File: config.mk
export PLATFORM = sky130hd
export DESIGN_NAME = i2c_master_ctrl
export DESIGN_NICKNAME = d
export VERILOG_FILES = /design/src/rtl/i2c_pkg.sv /design/src/rtl/i2c_shift_reg.sv /design/src/rtl/i2c_master_ctrl.sv
export SDC_FILE = /design/constraint.sdc
export NUM_CORES = 1
export LEC_CHECK = 0
export CAP_MARGIN = 20
export CELL_PAD_IN_SITES_DETAIL_PLACEMENT = 1
export CELL_PAD_IN_SITES_GLOBAL_PLACEMENT = 2
export CORE_MARGIN = 2
export CORE_UTILIZATION = 38
export DETAILED_ROUTE_END_ITERATION = 10
export HOLD_SLACK_MARGIN = 0.03
export PLACE_DENSITY = 0.89
export SLEW_MARGIN = 0
export SYNTH_ARGS = -nofsm -noshare
export SYNTH_HDL_FRONTEND = slang
export SYNTH_SLANG_ARGS = --single-unit
File: constraint.sdc
create_clock -name clk -period 4.05 [get_ports clk]
set_input_delay 1.215 -clock clk [delete_from_list [all_inputs] [get_ports clk]]
set_output_delay 1.215 -clock clk [all_outputs]
set_load 0.05 [all_outputs]
File: src/rtl/i2c_pkg.sv
// Shared widths, FSM state codes and transfer-direction constants for the I2C master.
package i2c_pkg;

  localparam int unsigned BYTE_W = 8;
  localparam int unsigned CNT_W  = 4;
  localparam int unsigned ADDR_W = 7;

  typedef enum logic [2:0] {
    IDLE       = 3'd0,
    ADDRESSING = 3'd1,
    WAITING    = 3'd2,
    READING    = 3'd3,
    WRITING    = 3'd4,
    DONE       = 3'd5
  } state_t;

  localparam logic READ  = 1'b1;
  localparam logic WRITE = 1'b0;

  localparam logic [CNT_W-1:0] BITS_PER_BYTE = CNT_W'(BYTE_W);

endpackage

File: src/rtl/i2c_shift_reg.sv
// 8-bit shift register with bit counter; serves the address, write and read datapaths.
module i2c_shift_reg
  import i2c_pkg::*;
(
  input  logic              clk,
  input  logic              rst,
  input  logic              load,
  input  logic [BYTE_W-1:0] load_data,
  input  logic              shift_out,
  input  logic              shift_in,
  input  logic              in_bit,
  output logic [BYTE_W-1:0] data,
  output logic [CNT_W-1:0]  count
);

  // Load clears the counter; each shift (either direction) counts one bit.
  always_ff @(posedge clk or posedge rst) begin
    if (rst) begin
      data  <= '0;
      count <= '0;
    end else if (load) begin
      data  <= load_data;
      count <= '0;
    end else if (shift_out) begin
      data  <= {data[BYTE_W-2:0], 1'b0};
      count <= count + CNT_W'(1);
    end else if (shift_in) begin
      data  <= {data[BYTE_W-2:0], in_bit};
      count <= count + CNT_W'(1);
    end
  end

endmodule

File: src/rtl/i2c_master_ctrl.sv
// Single-transaction I2C master: START, address+R/W, ACK check, one byte read or
// write, STOP, then parks in DONE until reset.
module i2c_master_ctrl
  import i2c_pkg::*;
#(
  parameter logic [ADDR_W-1:0] SLAVE_ADDR = 7'h50
) (
  input  logic              clk,
  input  logic              rst,
  input  logic              rw,
  input  logic [BYTE_W-1:0] data_in,
  output logic [BYTE_W-1:0] data_out,
  output logic [2:0]        state,
  output logic              sclk,
  input  logic              sda_in,
  output logic              sda_out
);

  state_t              state_q;
  state_t              state_nxt;
  logic                sclk_nxt;
  logic                sda_nxt;
  logic                rw_lat;
  logic [BYTE_W-1:0]   data_lat;
  logic                ack_q;
  logic                ack_nxt;
  logic                wrote_q;
  logic                wrote_nxt;
  logic                sh_load;
  logic [BYTE_W-1:0]   sh_load_data;
  logic                sh_shift_out;
  logic                sh_shift_in;
  logic [BYTE_W-1:0]   sh_data;
  logic [CNT_W-1:0]    sh_count;
  logic                dout_load;

  assign state = state_q;

  i2c_shift_reg u_shift (
    .clk       (clk),
    .rst       (rst),
    .load      (sh_load),
    .load_data (sh_load_data),
    .shift_out (sh_shift_out),
    .shift_in  (sh_shift_in),
    .in_bit    (sda_in),
    .data      (sh_data),
    .count     (sh_count)
  );

  always_ff @(posedge clk or posedge rst) begin
    if (rst) begin
      state_q <= IDLE;
      sclk    <= 1'b1;
      sda_out <= 1'b1;
      ack_q   <= 1'b0;
      wrote_q <= 1'b0;
    end else begin
      state_q <= state_nxt;
      sclk    <= sclk_nxt;
      sda_out <= sda_nxt;
      ack_q   <= ack_nxt;
      wrote_q <= wrote_nxt;
    end
  end

  // Transaction parameters are captured on the edge that leaves IDLE.
  always_ff @(posedge clk or posedge rst) begin
    if (rst) begin
      rw_lat   <= WRITE;
      data_lat <= '0;
    end else if (state_q == IDLE) begin
      rw_lat   <= rw;
      data_lat <= data_in;
    end
  end

  always_ff @(posedge clk or posedge rst) begin
    if (rst) begin
      data_out <= '0;
    end else if (dout_load) begin
      data_out <= {sh_data[BYTE_W-2:0], sda_in};
    end
  end

  // In active states sclk==1 means this edge is a falling SCL edge (drive SDA),
  // sclk==0 means a rising SCL edge (sample SDA).
  always_comb begin
    state_nxt    = state_q;
    sclk_nxt     = sclk;
    sda_nxt      = sda_out;
    ack_nxt      = ack_q;
    wrote_nxt    = wrote_q;
    sh_load      = 1'b0;
    sh_load_data = '0;
    sh_shift_out = 1'b0;
    sh_shift_in  = 1'b0;
    dout_load    = 1'b0;

    case (state_q)
      IDLE: begin
        sda_nxt      = 1'b0;
        sh_load      = 1'b1;
        sh_load_data = {SLAVE_ADDR, rw};
        wrote_nxt    = 1'b0;
        state_nxt    = ADDRESSING;
      end

      ADDRESSING, WRITING: begin
        sclk_nxt = ~sclk;
        if (sclk) begin
          if (sh_count == BITS_PER_BYTE) begin
            sda_nxt   = 1'b1;
            wrote_nxt = (state_q == WRITING);
            state_nxt = WAITING;
          end else begin
            sda_nxt      = sh_data[BYTE_W-1];
            sh_shift_out = 1'b1;
          end
        end
      end

      WAITING: begin
        sclk_nxt = ~sclk;
        if (!sclk) begin
          // Preload the write byte here so its MSB is ready for the falling edge.
          ack_nxt      = ~sda_in;
          sh_load      = 1'b1;
          sh_load_data = data_lat;
        end else if (!ack_q || wrote_q) begin
          sda_nxt   = 1'b0;
          state_nxt = DONE;
        end else if (rw_lat == READ) begin
          state_nxt = READING;
        end else begin
          sda_nxt      = sh_data[BYTE_W-1];
          sh_shift_out = 1'b1;
          state_nxt    = WRITING;
        end
      end

      READING: begin
        sclk_nxt = ~sclk;
        if (!sclk) begin
          // Ninth rising edge is the master NACK pulse; counting it marks the exit.
          sh_shift_in = (sh_count <= BITS_PER_BYTE);
          dout_load   = (sh_count == BITS_PER_BYTE - CNT_W'(1));
        end else if (sh_count > BITS_PER_BYTE) begin
          sda_nxt   = 1'b0;
          state_nxt = DONE;
        end
      end

      DONE: begin
        if (!sclk) begin
          sclk_nxt = 1'b1;
        end else begin
          sda_nxt = 1'b1;
        end
      end

      default: begin
        state_nxt = IDLE;
      end
    endcase
  end

endmodule

# Yosys cells after proc, flatten, opt, wreduce, memory -nomap -nowiden
# Cells that the tools add are included.
[op_classes] n_addsub=1 n_lt_le_gt_ge=2 n_eq_ne=14 mux=41 bitwise=3 n_reduce_logical=13
[op_table] cell="2-to-1 mux 8 bit" count=4
[op_table] cell="2-to-1 mux 3 bit" count=7
[op_table] cell="2-to-1 mux 1 bit" count=20
[op_table] cell="case mux 8 bit (2 select lines)" count=1
[op_table] cell="case mux 3 bit (5 select lines)" count=1
[op_table] cell="2-to-1 mux 4 bit" count=3
[op_table] cell="!= test 2 bit, second input constant" count=6
[op_table] cell="case mux 1 bit (2 select lines)" count=4
[op_table] cell="AND reduction 7 bit" count=1
[op_table] cell="== test 3 x 2 -> 1 bit, second input constant" count=2
[op_table] cell="== test 3 bit, second input constant" count=2
[op_table] cell="AND reduction 6 bit" count=1
[op_table] cell="case mux 1 bit (5 select lines)" count=1
[op_table] cell="nonzero test 5 bit" count=1
[op_table] cell="adder 4 x 1 -> 4 bit, second input constant" count=1
[op_table] cell="== test 4 x 3 -> 1 bit, second input constant" count=1
[op_table] cell="== test 4 bit, second input constant" count=1
[op_table] cell="greater-than comparator 4 bit, second input constant" count=1
[op_table] cell="<= comparator 4 bit, second input constant" count=1
[op_table] cell="nonzero test 2 bit" count=2
[op_table] cell="OR reduction 4 bit" count=1
[op_table] cell="== test 3 x 1 -> 1 bit, second input constant" count=1
[op_table] cell="zero test 3 bit" count=1
[op_table] cell="!= test 3 bit, second input constant" count=1
[op_table] cell="other kinds (7)" count=9
[word_totals] ff_bits=36 input_bits=12 out_inout_bits=13 wordCells=84

# Longest topological paths before layout
# Gate-level depths: netlist (run 1).
[logic_depth] word_depth=7 mapped_depth=6 mapped_depth_nobuf=6

# Cells and area by module
# A second synthesis (run 1) with hierarchy kept.
[unflattened] cells_unflattened=166 area_unflattened_um2=1894.3
[modules_own_cells] module="i2c_master_ctrl" n_inst=1 cells_per_inst=110 area_each_um2=1283.7 seq_area_each_um2=603.1
[modules_own_cells] module="i2c_shift_reg" n_inst=1 cells_per_inst=56 area_each_um2=610.6 seq_area_each_um2=300.3

# Least setup slack after synthesis (run 1)
# No wires, ideal clock.
[synth_path] kind="flip-flop to flip-flop" from="reg state_q[2] (netlist: state[2])" to="reg u_shift.data[1]" setup_ps=125 t_arrival_ps=1886 required_ps=3925 path_slack_ps=2039 path_stages_with_launch=5 path_buffers=0 period_less_slack_ps=2011 path_cell_list="dfrtp_1 > nand2b_2 > a2111o_1 > nand3_4 > mux2_2"
[synth_via] elab_chain_cells=5 word_cells_on_any_way=13 cone_classes="4 x eq/ne; 6 x mux; 3 x reduce/logical"
[synth_lines] item="start, declared" line_no="i2c_master_ctrl.sv:19" text="state_t state_q;"
[synth_lines] item="start signal, assigned" line_no="i2c_master_ctrl.sv:59" text="state_q <= state_nxt;"
[synth_lines] item="== test 3 bit / == test 3 x 1 -> 1 bit (equally long branches)" line_no="i2c_master_ctrl.sv:100" text="case (state_q)"
[synth_lines] item="OR reduction 2 bit" line_no="i2c_master_ctrl.sv:100"
[synth_lines] item="case mux 1 bit (2 select lines)" line_no="i2c_master_ctrl.sv:100"
[synth_lines] item="2-to-1 mux 8 bit" line_no="i2c_shift_reg.sv:24" text="end else if (shift_out) begin"
[synth_lines] item="2-to-1 mux 8 bit" line_no="i2c_shift_reg.sv:21" text="end else if (load) begin"
[synth_lines] item="end signal, assigned" line_no="i2c_shift_reg.sv:22" text="data <= load_data;"
[synth_lines] item="end signal, assigned" line_no="i2c_shift_reg.sv:25" text="data <= {data[BYTE_W-2:0], 1'b0};"
[synth_lines] item="end signal, assigned" line_no="i2c_shift_reg.sv:28" text="data <= {data[BYTE_W-2:0], in_bit};"
[synth_lines] item="end, declared" line_no="i2c_shift_reg.sv:12" text="output logic [BYTE_W-1:0] data,"
# Parallel ways exist; a longest one is shown, timed or not.
# A chain may end at the register's enable or synchronous reset.

# Final worst setup path (run 1)
[layout_path] from="reg state_q[1] (netlist: state[1])" to="out state[1]"
[layout_rtl] item="end, declared" line_no="i2c_master_ctrl.sv:13" text="output logic [2:0] state,"
# No word-level cell between the ends.

==> flow_summary.yaml, run 1 <==
status:
  outcome: "finished clean"
cts:
  clkTransAtPathRegs_ns: 0.07
  clk_latency_ns: 0.29
  clock_tree.root_cell: "clkbuf_8"
  cts.htree.levels: 2
  tritoncts: "yes"
  cts_hold_buf: 0
  cts_resized: 0
  cts.path.max_buffers: 2
  clock-sinks: 36
  post-cts-setup-buffers: 0
  cts_buffers: 5
power_and_ir_drop:
  power_w: 0.00176
  ir_worst_vdd_uv: 366
  powerDensity_mw_per_mm2: 761
  p_leak_nw: 0.943
floorplan:
  fp.dieW_um: 74.9
  die_h_um: 74.9
  core-area_mm2: 0.00479
  rows: 25
  ios: 25
  start_util: 0.399
  die_area_mm2: 0.00561
synth:
  netlist_instances: 179
  yosys_most_used_dff: "dfrtp_1"
  synth_area_leaders: "dfrtp_1 45%, mux2_2 14%, o21ai_0 4.5%, dfstp_2 2.8%, a31oi_1 2.3%"
  synthTopCellsByCount: "34 x dfrtp_1, 24 x mux2_2, 17 x o21ai_0"
  synth_top_area_share: 0.445
  syn_nets: 193
  yosysTopAreaCell: "dfrtp_1"
  synth_enable_flop_cells: 0
  async_flop_share: 1.00
  synth.cell_area_mm2: 0.00191
  yosys_warnings: 0
  syn_area_per_cell_um2: 10.7
  synth-seq-cells: 36
  ys_types: 47
  synth_most_common_cell: "dfrtp_1"
  yosysSeqAreaShare: 0.473
final_layout:
  post-route-util: 0.483
  diodes: 0
  area_delta_synth_final_pct: 21.0
  final_nets: 215
  fill_cells: 519
  drive_gt1_frac: 0.213
sta:
  setup_ws_ns: 0.905
  fin_tns_setup_ns: 0
  slew_viol_final: 0
  fin_crit_sh: 0.777
  rsz0062_at_grt: "false"
  clock_skew_ns: 0.00452
  max_slew_margin: 0.460
  max_freq_ghz: 0.318
  tightest_slew_ns: 0.807
  final.min_clock_period_ns: 3.15
  setup_viol_count_final: 0
  holdWs_ns: 0.504
  finalHoldViolCount: 0
place:
  numPortBuffers: 24
  dp_hpwl_um: 3100
  preCtsSetupSlack_ns: 1.22
  finalWeightedCongestion: 0.809
routing:
  finalWirelength_um: 4420
  wl_per_cell_um: 16.4
  drtAntennaViolNets: 0
  dr_wl_met3_um: 122
  met1Wirelength_um: 2110
  dr_total_vias: 1455
  drc_errors: 0
  drt_first_iter_violations: 45
  highest_layer: "met4"
  drtPass1Iterations: 3
  wl_met2_um: 2140
  viasPerCell: 5.41
setup_path:
  crit_type: "register to output pin"
  critPathLaunchType: "register"
  path_buf_inv: 1
  required_ns: 2.83
  path_cells: "clkdlybuf4s50_1"
  path_delay_family: "buffers and inverters"
  worst_path_largest_cell_delay_ns: 0.92
  slowest_stage: "clkdlybuf4s50_1"
  r2r_cells: 4
  reg2reg_to: "u_shift.data[6]$_DFFE_PP0P_"
  worstPathMaxFanout: 17
  worstPathArrival_ns: 1.93
  critical_path.startpoint: "state[1]$_DFFE_PP0P_"
  cp-end-kind: "output pin"
  r2r_slack_ns: 1.71
  reg2reg_from: "state[0]$_DFFE_PP0P_"
  cp.depth: 1
  crit_end: "state[1]"
grt:
  grt_pass1_vias: 1512
  grt_usage: 0.183
  antenna_found_initial: 0
  grt_pass1_wl_um: 7640
  grt_max_degree: 37
  overflow: 0
run:
  max_cap_viol_count: 0
hold_path:
  min_path_type: "register to register"
==> area by class of cell <==
type / count / area (um^2) / share of cell area
clock buffers: 5 / 68.8 / 0.0298
clock inverters: 3 / 42.5 / 0.0184
inverters: 10 / 37.5 / 0.0162
multi-input cells: 123 / 927 / 0.401
flip-flops and latches: 36 / 903 / 0.391
well taps: 67 / 83.8 / 0.0363
repair buffers: 25 / 248 / 0.107
==> cells in the final DEF, fill, tap and decap left out, types with 2 or more instances in the layout <==
master,instances
a2111o_1,2
a211oi_1,3
a21oi_1,6
a31oi_1,7
and2_1,5
clkbuf_8,5
clkdlybuf4s50_1,24
dfrtp_1,34
dfstp_2,2
ha_1,2
inv_1,10
mux2_2,24
mux2i_1,2
nand2_1,9
nand2b_1,2
nand3_1,2
nand4b_1,2
nor2_1,8
nor2b_1,2
nor3_1,2
nor3b_1,2
o21ai_0,17
or4_1,2
xnor2_1,2
==> kinds of logic after synthesis <==
| kind of cell | Yosys count | synth area share |
|---|---|---|
| fa+ha+maj | 2 | 0.0131 |
| simple gates | 46 | 0.142 |
| buf+inv | 20 | 0.0419 |
| mux | 26 | 0.152 |
| xor+xnor | 2 | 0.00917 |
| compound gates | 47 | 0.169 |
| flops | 36 | 0.473 |
==> power breakdown <==
| part | leakage [nW] | switching [W] | total, W | internal [W] |
|---|---|---|---|---|
| Combinational | 0.441 | 0.000407 | 0.000768 | 0.000361 |
| Sequential | 0.447 | 0.000171 | 0.000677 | 0.000506 |
| Clock | 0.0541 | 0.000132 | 0.000314 | 0.000182 |
| Total | 0.943 | 0.000710 | 0.00176 | 0.00105 |
==> state kept, by name, indices dropped and copies added, names as in the netlist <==
signal         flops
state              3
sclk               1
data_out           8
ack_q              1
rw_lat             1
wrote_q            1
data_lat           8
u_shift.count      4
sda_out            1
u_shift.data       8
==> worst min path at each step <==
stage	start	end	cells after the start
after floorplan	data_lat[5]$_DFFE_PP0N_	data_lat[5]$_DFFE_PP0N_	1
after global placement	sda_out$_DFFE_PP1P_	sda_out$_DFFE_PP1P_	2
after detailed placement	sda_out$_DFFE_PP1P_	sda_out$_DFFE_PP1P_	2
after CTS	sda_out$_DFFE_PP1P_	sda_out$_DFFE_PP1P_	2
after global routing	data_out[0]$_DFFE_PP0P_	data_out[0]$_DFFE_PP0P_	1
final	sda_out$_DFFE_PP1P_	sda_out$_DFFE_PP1P_	2
==> per-stage QoR <==
stage / instances / area, um^2
global route: 269 / 2310
floorplan: 179 / 1910
finish: 269 / 2310
detailed placement: 261 / 2200
global placement: 261 / 2200
CTS: 269 / 2310
==> metal layers <==
metal,GRT usage,up-vias
met5,0,-
met4,0.0536,0
met3,0.0442,4
met2,0.296,20
met1,0.245,737
li1,-,694
(Power assumes the default switching activity.)
==> run 2, diff against run 1 <==
- CORE_UTILIZATION: 38 -> 35
- PLACE_DENSITY: 0.89 -> 0.83
- clock period: 4.05 -> 3 ns (I/O delays scaled with it)
==> flow_summary.yaml, run 2 (same netlist as run 1, synthesis figures left out) <==
status:
  outcome: "finished clean"
floorplan:
  die_h_um: 77.9
  start_util: 0.369
  fp.dieW_um: 77.9
  rows: 26
  die_area_mm2: 0.00607
  ios: 25
  core-area_mm2: 0.00517
cts:
  clock-sinks: 36
  cts_hold_buf: 0
  cts_resized: 0
  cts.path.max_buffers: 2
  cts.htree.levels: 2
  cts_buffers: 5
  clk_latency_ns: 0.29
  post-cts-setup-buffers: 0
  tritoncts: "yes"
  clock_tree.root_cell: "clkbuf_8"
  clkTransAtPathRegs_ns: 0.07
hold_path:
  min_path_type: "register to register"
setup_path:
  worstPathMaxFanout: 17
  path_cells: "clkdlybuf4s50_1"
  worst_path_largest_cell_delay_ns: 0.91
  path_buf_inv: 1
  required_ns: 2.10
  worstPathArrival_ns: 1.89
  cp-end-kind: "output pin"
  crit_type: "register to output pin"
  slowest_stage: "clkdlybuf4s50_1"
  path_delay_family: "buffers and inverters"
  critPathLaunchType: "register"
sta:
  finalHoldViolCount: 0
  fin_tns_setup_ns: 0
  final.min_clock_period_ns: 2.79
  max_slew_margin: 0.482
  slew_viol_final: 0
  setup_viol_count_final: 0
  max_freq_ghz: 0.359
  rsz0062_at_grt: "false"
  tightest_slew_ns: 0.772
  clock_skew_ns: 0.00726
  fin_crit_sh: 0.929
grt:
  grt_pass1_wl_um: 8470
  antenna_found_initial: 0
  grt_usage: 0.180
  grt_max_degree: 23
  grt_pass1_vias: 1708
  overflow: 0
power_and_ir_drop:
  p_leak_nw: 0.967
  powerDensity_mw_per_mm2: 1020
  ir_worst_vdd_uv: 397
routing:
  viasPerCell: 5.34
  drc_errors: 0
  drtAntennaViolNets: 0
  wl_per_cell_um: 17.6
  dr_total_vias: 1475
  finalWirelength_um: 4860
  drtPass1Iterations: 4
  drt_first_iter_violations: 53
run:
  max_cap_viol_count: 0
final_layout:
  post-route-util: 0.456
  top_regs: "data_lat x8, data_out x8, u_shift.data x8"
  diodes: 0
  final_nets: 219
  layout_common_cells: "34 x dfrtp_1, 24 x mux2_2, 24 x clkdlybuf4s50_1, 17 x o21ai_0, 10 x inv_1"
  area_delta_synth_final_pct: 23.4
  mostFrequentLayoutCell: "dfrtp_1"
  drive_gt1_frac: 0.228
place:
  numPortBuffers: 24
  dp_hpwl_um: 3370
  finalWeightedCongestion: 0.755
[run 2: changes by cell type in the layout (fill, tap and decap cells not counted)]
cell	delta
buf_4	+3
buf_12	+1
[run 2: area by class of cell]
class | instances | area [um^2]
fillers | 577 | 2820
multi-input cells | 123 | 927
flip-flops and latches | 36 | 903
repair buffers | 29 | 290
well taps | 70 | 87.6
clock buffers | 5 | 68.8
clock inverters | 3 | 42.5
inverters | 10 | 37.5
[run 2: path summary, 6_finish.rpt]
| path | start | endpoint | slack [ns] | depth (start not counted) |
|---|---|---|---|---|
| max in group asynchronous | rst | u_shift.data[1]$_DFFE_PP0P_ | 1.43 | 3 |
| setup reg to reg | state[2]$_DFFE_PP0P_ | u_shift.data[7]$_DFFE_PP0P_ | 0.89 | 4 |
| hold / removal | sda_out$_DFFE_PP1P_ | sda_out$_DFFE_PP1P_ | 0.47 | 2 |
| hold reg to reg | sda_out$_DFFE_PP1P_ | sda_out$_DFFE_PP1P_ | 0.47 | 2 |
| setup / recovery | state[2]$_DFFE_PP0P_ | state[2] | 0.21 | 1 |
| min in group asynchronous | rst | u_shift.count[0]$_DFFE_PP0P_ | 1.01 | 2 |
[run 2: routing by layer]
layer,GRT usage,wire [um]
met5,0,0
met3,0.0360,112
met4,0.0554,68
met2,0.313,2470
met1,0.223,2210
[run 2: power breakdown]
part | total [W] | internal, W | switching [W]
clock network | 0.000431 | 0.000246 | 0.000185
registers | 0.000837 | 0.000682 | 0.000155
logic | 0.00114 | 0.000510 | 0.000630
total | 0.00241 | 0.00144 | 0.000970
[run 2: per-stage QoR]
stage / instances / instance area (um^2) / power (W) / hold WS (ns) / setup WS (ns)
global placement: 268 / 2250 / 0.00194 / 0.457 / 0.603
global route: 276 / 2360 / 0.00259 / 0.507 / 0.141
detailed placement: 268 / 2250 / 0.00199 / 0.457 / 0.544
finish: 276 / 2360 / 0.00241 / 0.466 / 0.212
floorplan: 179 / 1910 / 0.00168 / 0.472 / 0.989
CTS: 276 / 2360 / 0.00244 / 0.471 / 0.227
==> run 3, diff against run 2 <==
- ABC_AREA: not set -> 0
==> results of run 3 <==
The final DEF is identical to that of run 2; final timing and power are the same.
